### src/rtl/calc_op_sequencer.sv
// Sequences one calculator operation between the HPS and the ALU datapath.
// Optional WAIT-state timeout is enabled by defining CALC_TIMEOUT_EN.
module calc_op_sequencer #(
  parameter int DATA_W      = 16,
  parameter int CNT_W       = 8,
  parameter int TIMEOUT_CYC = 255
) (
  input  logic              clk,
  input  logic              rst,
  input  logic              req,
  input  logic [DATA_W-1:0] a_in,
  input  logic [DATA_W-1:0] b_in,
  input  logic [DATA_W-1:0] op_in,
  output logic              busy,
  output logic              alu_start,
  output logic [DATA_W-1:0] alu_a,
  output logic [DATA_W-1:0] alu_b,
  output logic [DATA_W-1:0] alu_op,
  input  logic              alu_done,
  input  logic [DATA_W-1:0] alu_result,
  input  logic              alu_error,
  output logic [DATA_W-1:0] result,
  output logic [DATA_W-1:0] status,
  output logic              snap_we
);

  typedef enum logic [2:0] {
    S_IDLE, S_ISSUE, S_WAIT, S_CAPTURE, S_REPORT, S_HOLD
  } state_t;

  state_t state, state_nxt;

  logic              timeout_hit;
  logic [DATA_W-1:0] cap_res;
  logic              cap_err;
  logic              cap_to;
  logic              done_q;
  logic              err_q;
  logic              to_q;
  logic [CNT_W-1:0]  op_cnt;

`ifdef CALC_TIMEOUT_EN
  localparam int TW = (TIMEOUT_CYC < 2) ? 1 : $clog2(TIMEOUT_CYC);

  logic [TW-1:0] wait_cnt;

  // Counter restarts in ISSUE so every WAIT visit begins at zero.
  always_ff @(posedge clk) begin
    if (!rst) begin
      wait_cnt <= '0;
    end else if (state == S_ISSUE) begin
      wait_cnt <= '0;
    end else if (state == S_WAIT) begin
      wait_cnt <= wait_cnt + 1'b1;
    end
  end

  assign timeout_hit = (state == S_WAIT) && (wait_cnt == TW'(TIMEOUT_CYC - 1));
`else
  // Without the timeout the limit has no meaning; keep the parameter referenced.
  localparam int timeout_cyc_unused = TIMEOUT_CYC;
  assign timeout_hit = 1'b0;
`endif

  // NOTE: sequential state uses non-blocking assignments so every register
  // samples pre-edge values regardless of process ordering.
  always_ff @(posedge clk) begin
    if (!rst) begin
      state <= S_IDLE;
    end else begin
      state <= state_nxt;
    end
  end

  // NOTE: next state gets a default first so no path through the case
  // leaves it unassigned and infers a latch.
  always_comb begin
    state_nxt = state;
    unique case (state)
      S_IDLE:    if (req) state_nxt = S_ISSUE;
      S_ISSUE:   state_nxt = S_WAIT;
      S_WAIT:    if (alu_done || timeout_hit) state_nxt = S_CAPTURE;
      S_CAPTURE: state_nxt = S_REPORT;
      S_REPORT:  state_nxt = S_HOLD;
      S_HOLD:    if (!req) state_nxt = S_IDLE;
      default:   state_nxt = S_IDLE;
    endcase
  end

  always_ff @(posedge clk) begin
    if (!rst) begin
      alu_a   <= '0;
      alu_b   <= '0;
      alu_op  <= '0;
      cap_res <= '0;
      cap_err <= 1'b0;
      cap_to  <= 1'b0;
      result  <= '0;
      done_q  <= 1'b0;
      err_q   <= 1'b0;
      to_q    <= 1'b0;
      op_cnt  <= '0;
    end else begin
      unique case (state)
        S_IDLE: begin
          if (req) begin
            alu_a  <= a_in;
            alu_b  <= b_in;
            alu_op <= op_in;
            done_q <= 1'b0;
            err_q  <= 1'b0;
            to_q   <= 1'b0;
          end
        end
        S_WAIT: begin
          // A real completion on the same edge as the timeout takes priority.
          if (alu_done) begin
            cap_res <= alu_result;
            cap_err <= alu_error;
            cap_to  <= 1'b0;
          end else if (timeout_hit) begin
            cap_res <= '0;
            cap_err <= 1'b1;
            cap_to  <= 1'b1;
          end
        end
        S_CAPTURE: begin
          result <= cap_err ? '0 : cap_res;
          done_q <= 1'b1;
          err_q  <= cap_err;
          to_q   <= cap_to;
          op_cnt <= op_cnt + 1'b1;
        end
        default: ;
      endcase
    end
  end

  always_comb begin
    status             = '0;
    status[0]          = done_q;
    status[1]          = err_q;
    status[2]          = to_q;
    status[8 +: CNT_W] = op_cnt;
  end

  assign busy      = (state == S_ISSUE) || (state == S_WAIT) ||
                     (state == S_CAPTURE) || (state == S_REPORT);
  assign alu_start = (state == S_ISSUE);
  assign snap_we   = (state == S_REPORT);

endmodule

### config.mk
export PLATFORM = sky130hd
export DESIGN_NAME = calc_op_sequencer
export DESIGN_NICKNAME = d
export VERILOG_FILES = /design/src/rtl/calc_op_sequencer.sv
export SDC_FILE = /design/constraint.sdc
export NUM_CORES = 1
export LEC_CHECK = 0
export CORE_ASPECT_RATIO = 0.6
export CORE_MARGIN = 3
export CORE_UTILIZATION = 45
export DETAILED_ROUTE_END_ITERATION = 16
export HOLD_SLACK_MARGIN = 0.06
export PLACE_DENSITY = 0.89
export RECOVER_POWER = 100
export SETUP_SLACK_MARGIN = 0.4
export SYNTH_ARGS = -nofsm -noshare
export SYNTH_HDL_FRONTEND = slang
export SYNTH_SLANG_ARGS = --single-unit
export TNS_END_PERCENT = 30
### constraint.sdc
create_clock -name clk -period 3.55 [get_ports clk]
set_clock_uncertainty 0.05 [all_clocks]
set_input_delay 0.71 -clock clk [delete_from_list [all_inputs] [get_ports clk]]
set_output_delay 0.71 -clock clk [all_outputs]
set_load 0.05 [all_outputs]
Word-level counts from Yosys, hierarchy flattened
Cells that the tools add are included.

Flip-flop bits (word level): 95. Input bits: 69. Output and inout port bits: 83. Logic and storage cells: 38.

Add/subtract/negate cells: 1. Equality and inequality tests: 8. Multiplexer cells: 9. Reduce and logical (&&, ||, !) cells: 9.

Operators with widths (number): one-hot mux 3 bit (6 select lines) (1); 2-to-1 mux 16 bit (1); 2-to-1 mux 3 bit (3); adder 8 x 1 -> 8 bit, second input constant (1); equality test 3 x 2 -> 1 bit, second input constant (2); equality test 3 bit, second input constant (2); != test 2 bit, second input constant (3); one-hot mux 1 bit (2 select lines) (3); AND reduction 2 bit (3); equality test 3 x 1 -> 1 bit, second input constant (1); zero test 3 bit (1); logical OR 1 bit (3); AND reduction 3 bit (1); nonzero test 2 bit (1); 2-to-1 mux 1 bit (1).

Longest topological paths before layout
Gate-level depths: netlist of the first run.

Depth after elaboration: 4. Depth in mapped cells: 6. Mapped depth without buffers: 4.

Worst setup path after synthesis of the first run
OpenSTA, ideal clock, no wires.

Path type: flip-flop to output port. Start: reg state[0]. End: out alu_start. Arrival time: 1568 ps. Data required time: 2790 ps. Path slack: 1222 ps. Stages on the path, launching flop included: 4. Buffers on the path: 1. Cells stage by stage: dfxtp_1 > buf_4 > inv_1 > nor3_1.

Word-level cells in the longest chain between the ends: 1.

RTL lines: from (decl) (RTL line 31) `state_t state, state_nxt;`; from (signal assigned) (RTL line 71) `state <= state_nxt;`; equality test 3 x 1 -> 1 bit (RTL line 149) `assign alu_start = (state == S_ISSUE);`; to (decl) (RTL line 15) `output logic alu_start,`.

Every way passes these cells.

Worst setup path after layout of the first run
Same ends and word-level chain as after synthesis.

==> results.txt, run 1 <==
Die Footprint = 9640 um^2
Design Power = 2.693 mW
Hold Vio Cnt, Final = 0
CP endpoint kind = output port
Post-detail-place hpwl = 6733 um
R2R Path Start = state[2]
Max Cap Violations = 1
Number of global-route vias before repair = 3,244
Setup WS post-layout = 0.7409 ns
Detailed-route wire length per cell = 14.30 um
Yosys top cell by area = dfxtp_1
Antenna violations before repair = 0
Total number of vias = 3,256
Failing checks = max-capacitance violations, max-slew violations
Yosys cell types = 33
Initial Utilization = 0.4738
Fmax = 356.0 MHz
Flop and latch count out of synthesis = 94
Slew @ Worst Pin = 1.567 ns
CP required = 2.79 ns
FILL cells = 635
DRT Pass-1 Iters = 4
Hold crit path type = flip-flop to flip-flop
Slowest cell on the critical path = dlygate4sd3_1
Post-synth EDFFs = 0
Top-Level Pins = 152
Critical path class = flip-flop to output port
CP Launch Point = state[0]
Crit-path cells = inv_1 > nor3_1 > dlygate4sd3_1
Resized cells post-CTS = 0
DP Cell Count = 652
Post-synthesis area per instance = 8.857 um^2
CTS max path bufs = 2
Max_slew headroom = -0.04485
Area delta synth->final = 43.04%
Sink Count = 94
Final period util = 0.7913
Cell with the most instances after synthesis = nand2_1
Die width = 124.8 um
Post-CTS setup buffer count = 0
Share of post-route cells with drive strength above 1 = 0.04293
Max Transition Viols Final = 38
Cts bufs inserted = 9
Seq/Total Area, Yosys = 0.4941
Routed WL = 9535 um
Critical path launch point type = flip-flop
Root Buffer = clkbuf_16
R2R setup slack = 0.82 ns
Post-route insts no fill = 667
Yosys top cell area share = 0.4941
Core Box Area = 8039 um^2
Die height = 77.26 um
CTS tree = done
Synth async-reset ratio = 0
Synth Instances = 430
Final setup TNS = 0 ns
Pin count of the biggest net entering global routing = 95
Synth top area cells = dfxtp_1 (49%), nand2_1 (13%), a21boi_0 (7.7%)
CP peak stage delay = 0.91 ns
NumNets Final = 625
Crit path to = alu_start
Hold Slack = 0.4168 ns
ANT cells = 0
Antenna Nets Post-Route = 0
Skew-Pair Late Insertion Delay = 0.33 ns
Level count of the clock H-tree = 3
GP Congestion = 0.8218
CTS Hold Bufs = 0
DP Worst Slack = 0.8533 ns
All-layer global routing usage = 0.2026
Ys Warns = 0
Leak Pwr = 2.150 nW
Crit path max fanout = 7
Port buffer count = 145
RSZ-0062 raised after global routing = false
Synth cell count leaders = nand2_1 (132), dfxtp_1 (94), a21boi_0 (39)
First-pass GRT wire length = 15,860 um
Peak supply drop = 0.0003022 V
Final min period = 2.809 ns
FF-to-FF path depth = 5
RR Endpoint = op_cnt[5]
Grt ovf = 0
Setup violations, final = 0
Drt first-iter violations = 178
Hold Path Origin = cap_res[2]
Residual DRC = 0
Main synth FF type = dfxtp_1
Pwr per Cell Area = 494.4 nW/um^2
Via density = 4.882
Status = complete, but fails checks
Row count = 25
Worst EP arrival = 2.05 ns
Clk pin slew, worst setup/hold paths = 0.06 ns
Mapped Area = 3809 um^2
==> kinds of logic after synthesis <==
| logic type | Yosys count | share of synthesized area |
|---|---|---|
| other | 1 | 0.0009846 |
| and+or+nand+nor | 194 | 0.2464 |
| AOI/OAI and AO/OA | 89 | 0.1728 |
| adders and majority gates | 2 | 0.005913 |
| xor gates and xnor gates | 8 | 0.01840 |
| buffers and inverters | 42 | 0.06143 |
| DFF | 94 | 0.4941 |
==> stage by stage <==
stage / util / area, um^2
CTS: 0.6845 / 5503
global route: 0.6777 / 5448
detailed placement: 0.6484 / 5213
floorplan: - / 3827
finish: 0.6777 / 5448
global placement: 0.6484 / 5213
==> worst max-delay path: cells and delay by family, from the launching register on <==
kind	cells	cell delay, ns
flip-flops	1	0.51
buffers and inverters	2	1.05
AND/OR/NAND/NOR	1	0.15
==> layout by cell type, fill, tap and decap left out, types with 2 or more instances in the layout <==
cell type / count
nand4_1: 3
a21boi_0: 68
clkdlybuf4s50_1: 65
xor2_1: 2
clkbuf_16: 9
and2_1: 5
nor3_1: 3
clkinv_2: 2
clkbuf_2: 2
dfxtp_1: 94
nand2_1: 132
nor2b_1: 18
and2_0: 2
nand3_1: 2
nor3b_1: 17
dlygate4sd3_1: 79
xnor2_1: 6
a21oi_1: 18
conb_1: 6
nand2_2: 3
nand3b_1: 2
buf_4: 2
clkbuf_1: 2
==> worst min-delay path by stage <==
stage | to | slack (ns) | cells past startpoint
final | cap_res[2] | 0.42 | 2
after global routing | alu_op[7] | 0.44 | 2
after CTS | alu_op[13] | 0.41 | 2
after detailed placement | alu_op[13] | 0.40 | 2
after global placement | alu_a[13] | 0.39 | 2
after floorplan | cap_res[0] | 0.39 | 2
==> power breakdown <==
group | internal, mW | total (mW) | switching [mW]
logic | 0.207 | 0.591 | 0.384
registers | 1.12 | 1.16 | 0.0428
clock network | 0.558 | 0.939 | 0.380
total | 1.89 | 2.69 | 0.808
==> area by class of cell <==
class | instances | area [um^2] | share of cell area
clock buffers | 11 | 242.7 | 0.04456
clock inverters | 4 | 47.55 | 0.008728
inverters | 2 | 7.507 | 0.001378
multi-input cells | 299 | 1663 | 0.3052
flip-flops and latches | 94 | 1882 | 0.3454
well taps | 108 | 135.1 | 0.02480
repair buffers | 149 | 1470 | 0.2699
==> state kept, by name, indices dropped and copies added (netlist names) <==
register / flops
state: 3
op_cnt: 8
result: 16
cap_err: 1
done_q: 1
alu_a: 16
cap_res: 16
alu_b: 16
alu_op: 16
err_q: 1
==> per-layer routing <==
layer  up-vias  GRT usage  share of wire
li1       1640          -              -
met2       130     0.3217           0.45
met3         7    0.08003          0.091
met5         -          0              0
met1      1479     0.2586           0.45
met4         0    0.05252         0.0089
No activity file was read; power rests on OpenSTA's default activity.
==> run 2: changes to the inputs <==
--- a/config.mk
+++ b/config.mk
@@ -7,10 +7,10 @@
 export LEC_CHECK = 0
 export CORE_ASPECT_RATIO = 0.6
 export CORE_MARGIN = 3
-export CORE_UTILIZATION = 45
+export CORE_UTILIZATION = 43
 export DETAILED_ROUTE_END_ITERATION = 16
 export HOLD_SLACK_MARGIN = 0.06
-export PLACE_DENSITY = 0.89
+export PLACE_DENSITY = 0.86
 export RECOVER_POWER = 100
 export SETUP_SLACK_MARGIN = 0.4
 export SYNTH_ARGS = -nofsm -noshare
==> constraint.sdc (replaced) <==
create_clock -name clk -period 2.9 [get_ports clk]
set_clock_uncertainty 0.05 [all_clocks]
set_input_delay 0.58 -clock clk [delete_from_list [all_inputs] [get_ports clk]]
set_output_delay 0.58 -clock clk [all_outputs]
set_load 0.05 [all_outputs]
==> run 2 against run 1 <==
  * The run still ends with max-capacitance violations, max-slew violations left
  * Die area increased by 4.4%
  * Routed wire length increased by 1.3%
  * Critical path depth unchanged
  * Total power increased by 21%
  * Clock-buffer cell count increased by 2
  * Register-to-register slack improved by 0.23 ns
  * Worst setup slack got worse by 0.49 ns
  * Highest routed layer unchanged
==> results.txt, run 2 (synthesis results as in run 1) <==
Clk pin slew, worst setup/hold paths = 0.06 ns
Slowest cell on the critical path = dlygate4sd3_1
All-layer global routing usage = 0.1937
Drt first-iter violations = 192
Row count = 25
CTS max path bufs = 2
Max Transition Viols Final = 53
Leak Pwr = 2.163 nW
Failing checks = max-capacitance violations, max-slew violations
ANT cells = 0
CTS Hold Bufs = 0
DRT Pass-1 Iters = 4
Pin count of the biggest net entering global routing = 53
Delay-heaviest family, CP = buffers and inverters
Detailed-route wire length per cell = 14.43 um
CP required = 2.27 ns
Skew-Pair Late Insertion Delay = 0.33 ns
Fmax = 378.2 MHz
CP endpoint kind = output port
Port buffer count = 145
RSZ-0062 raised after global routing = true
Final period util = 0.9118
Area delta synth->final = 43.43%
Peak supply drop = 0.0002922 V
Number of global-route vias before repair = 3,137
Hold Slack = 0.4094 ns
CP bufs+invs = 1
Die height = 78.90 um
Post-route insts no fill = 669
Post-detail-place hpwl = 6846 um
Routed WL = 9655 um
Status = complete, but fails checks
Max Cap Violations = 1
Max_slew headroom = -0.2259
Placed cell area = 5235 um^2
Design Power = 3.247 mW
Crit-path cells = nor2_1 > and2_1 > dlygate4sd3_1
Level count of the clock H-tree = 3
Setup WS post-layout = 0.2557 ns
Root Buffer = clkbuf_16
DP Cell Count = 655
Pwr per Cell Area = 594.3 nW/um^2
Most frequent cells in the layout = nand2_1 (132), dfxtp_1 (94), dlygate4sd3_1 (75)
Critical path class = flip-flop to output port
Antenna violations before repair = 0
Grt ovf = 0
Initial Utilization = 0.4630
Hold crit path type = flip-flop to flip-flop
Top-Level Pins = 152
Final setup TNS = 0 ns
Die Footprint = 10,060 um^2
Setup violations, final = 0
Worst EP arrival = 2.01 ns
CTS tree = done
DP Worst Slack = 0.6237 ns
Die width = 127.5 um
Residual DRC = 0
Core Box Area = 8227 um^2
Total number of vias = 3,238
Post-CTS setup buffer count = 0
Hold Vio Cnt, Final = 0
GP Congestion = 0.8578
Slew @ Worst Pin = 1.839 ns
Share of post-route cells with drive strength above 1 = 0.04813
CP peak stage delay = 0.88 ns
Antenna Nets Post-Route = 0
Cts bufs inserted = 9
Final min period = 2.644 ns
Sink Count = 94
Post-route core utilization = 0.6640
Critical path launch point type = flip-flop
NumNets Final = 628
Crit path max fanout = 8
First-pass GRT wire length = 15,600 um
Via density = 4.840
Commonest non-fill, non-tap cell in the layout = nand2_1
Final instance area = 5463 um^2
## run 2: tightest hold or removal path, stage by stage (launching register included)
cell and delay (ns):
dfxtp_1 0.30, nand2_1 0.04, a21boi_0 0.06
## run 2: final timing paths
| check | start | endpoint | slack, ns | cells after the start |
|---|---|---|---|---|
| setup / recovery | state[1] | snap_we | 0.26 | 3 |
| hold / removal | alu_b[8] | alu_b[8] | 0.41 | 2 |
| setup reg to reg | state[2] | result[2] | 1.05 | 5 |
| hold reg to reg | alu_b[8] | alu_b[8] | 0.41 | 2 |
## run 2: cell type report
class,count,area (um^2)
clock buffers,13,270.3
repair buffers,152,1485
multi-input cells,299,1678
inverters,2,7.507
well taps,108,135.1
flip-flops and latches,94,1882
fillers,677,2764
clock inverters,1,5.005
## run 2: repair_timing
action                     CTS  global route
gates cloned                 0             0
resized for setup            1             1
setup endpoints to repair    3             2
## run 2: power by group
group	internal, mW	leakage [nW]	switching [mW]
Combinational	0.256	1.26	0.471
Sequential	1.37	0.765	0.0526
Clock	0.641	0.138	0.454
## run 2: metal layers
metal  vias up  share of wire  global-route usage
li1       1646              -                   -
met1      1483           0.46              0.2428
met2        99           0.45              0.3185
met3        10          0.076             0.06653
met4         0          0.010             0.05460
met5         -              0                   0
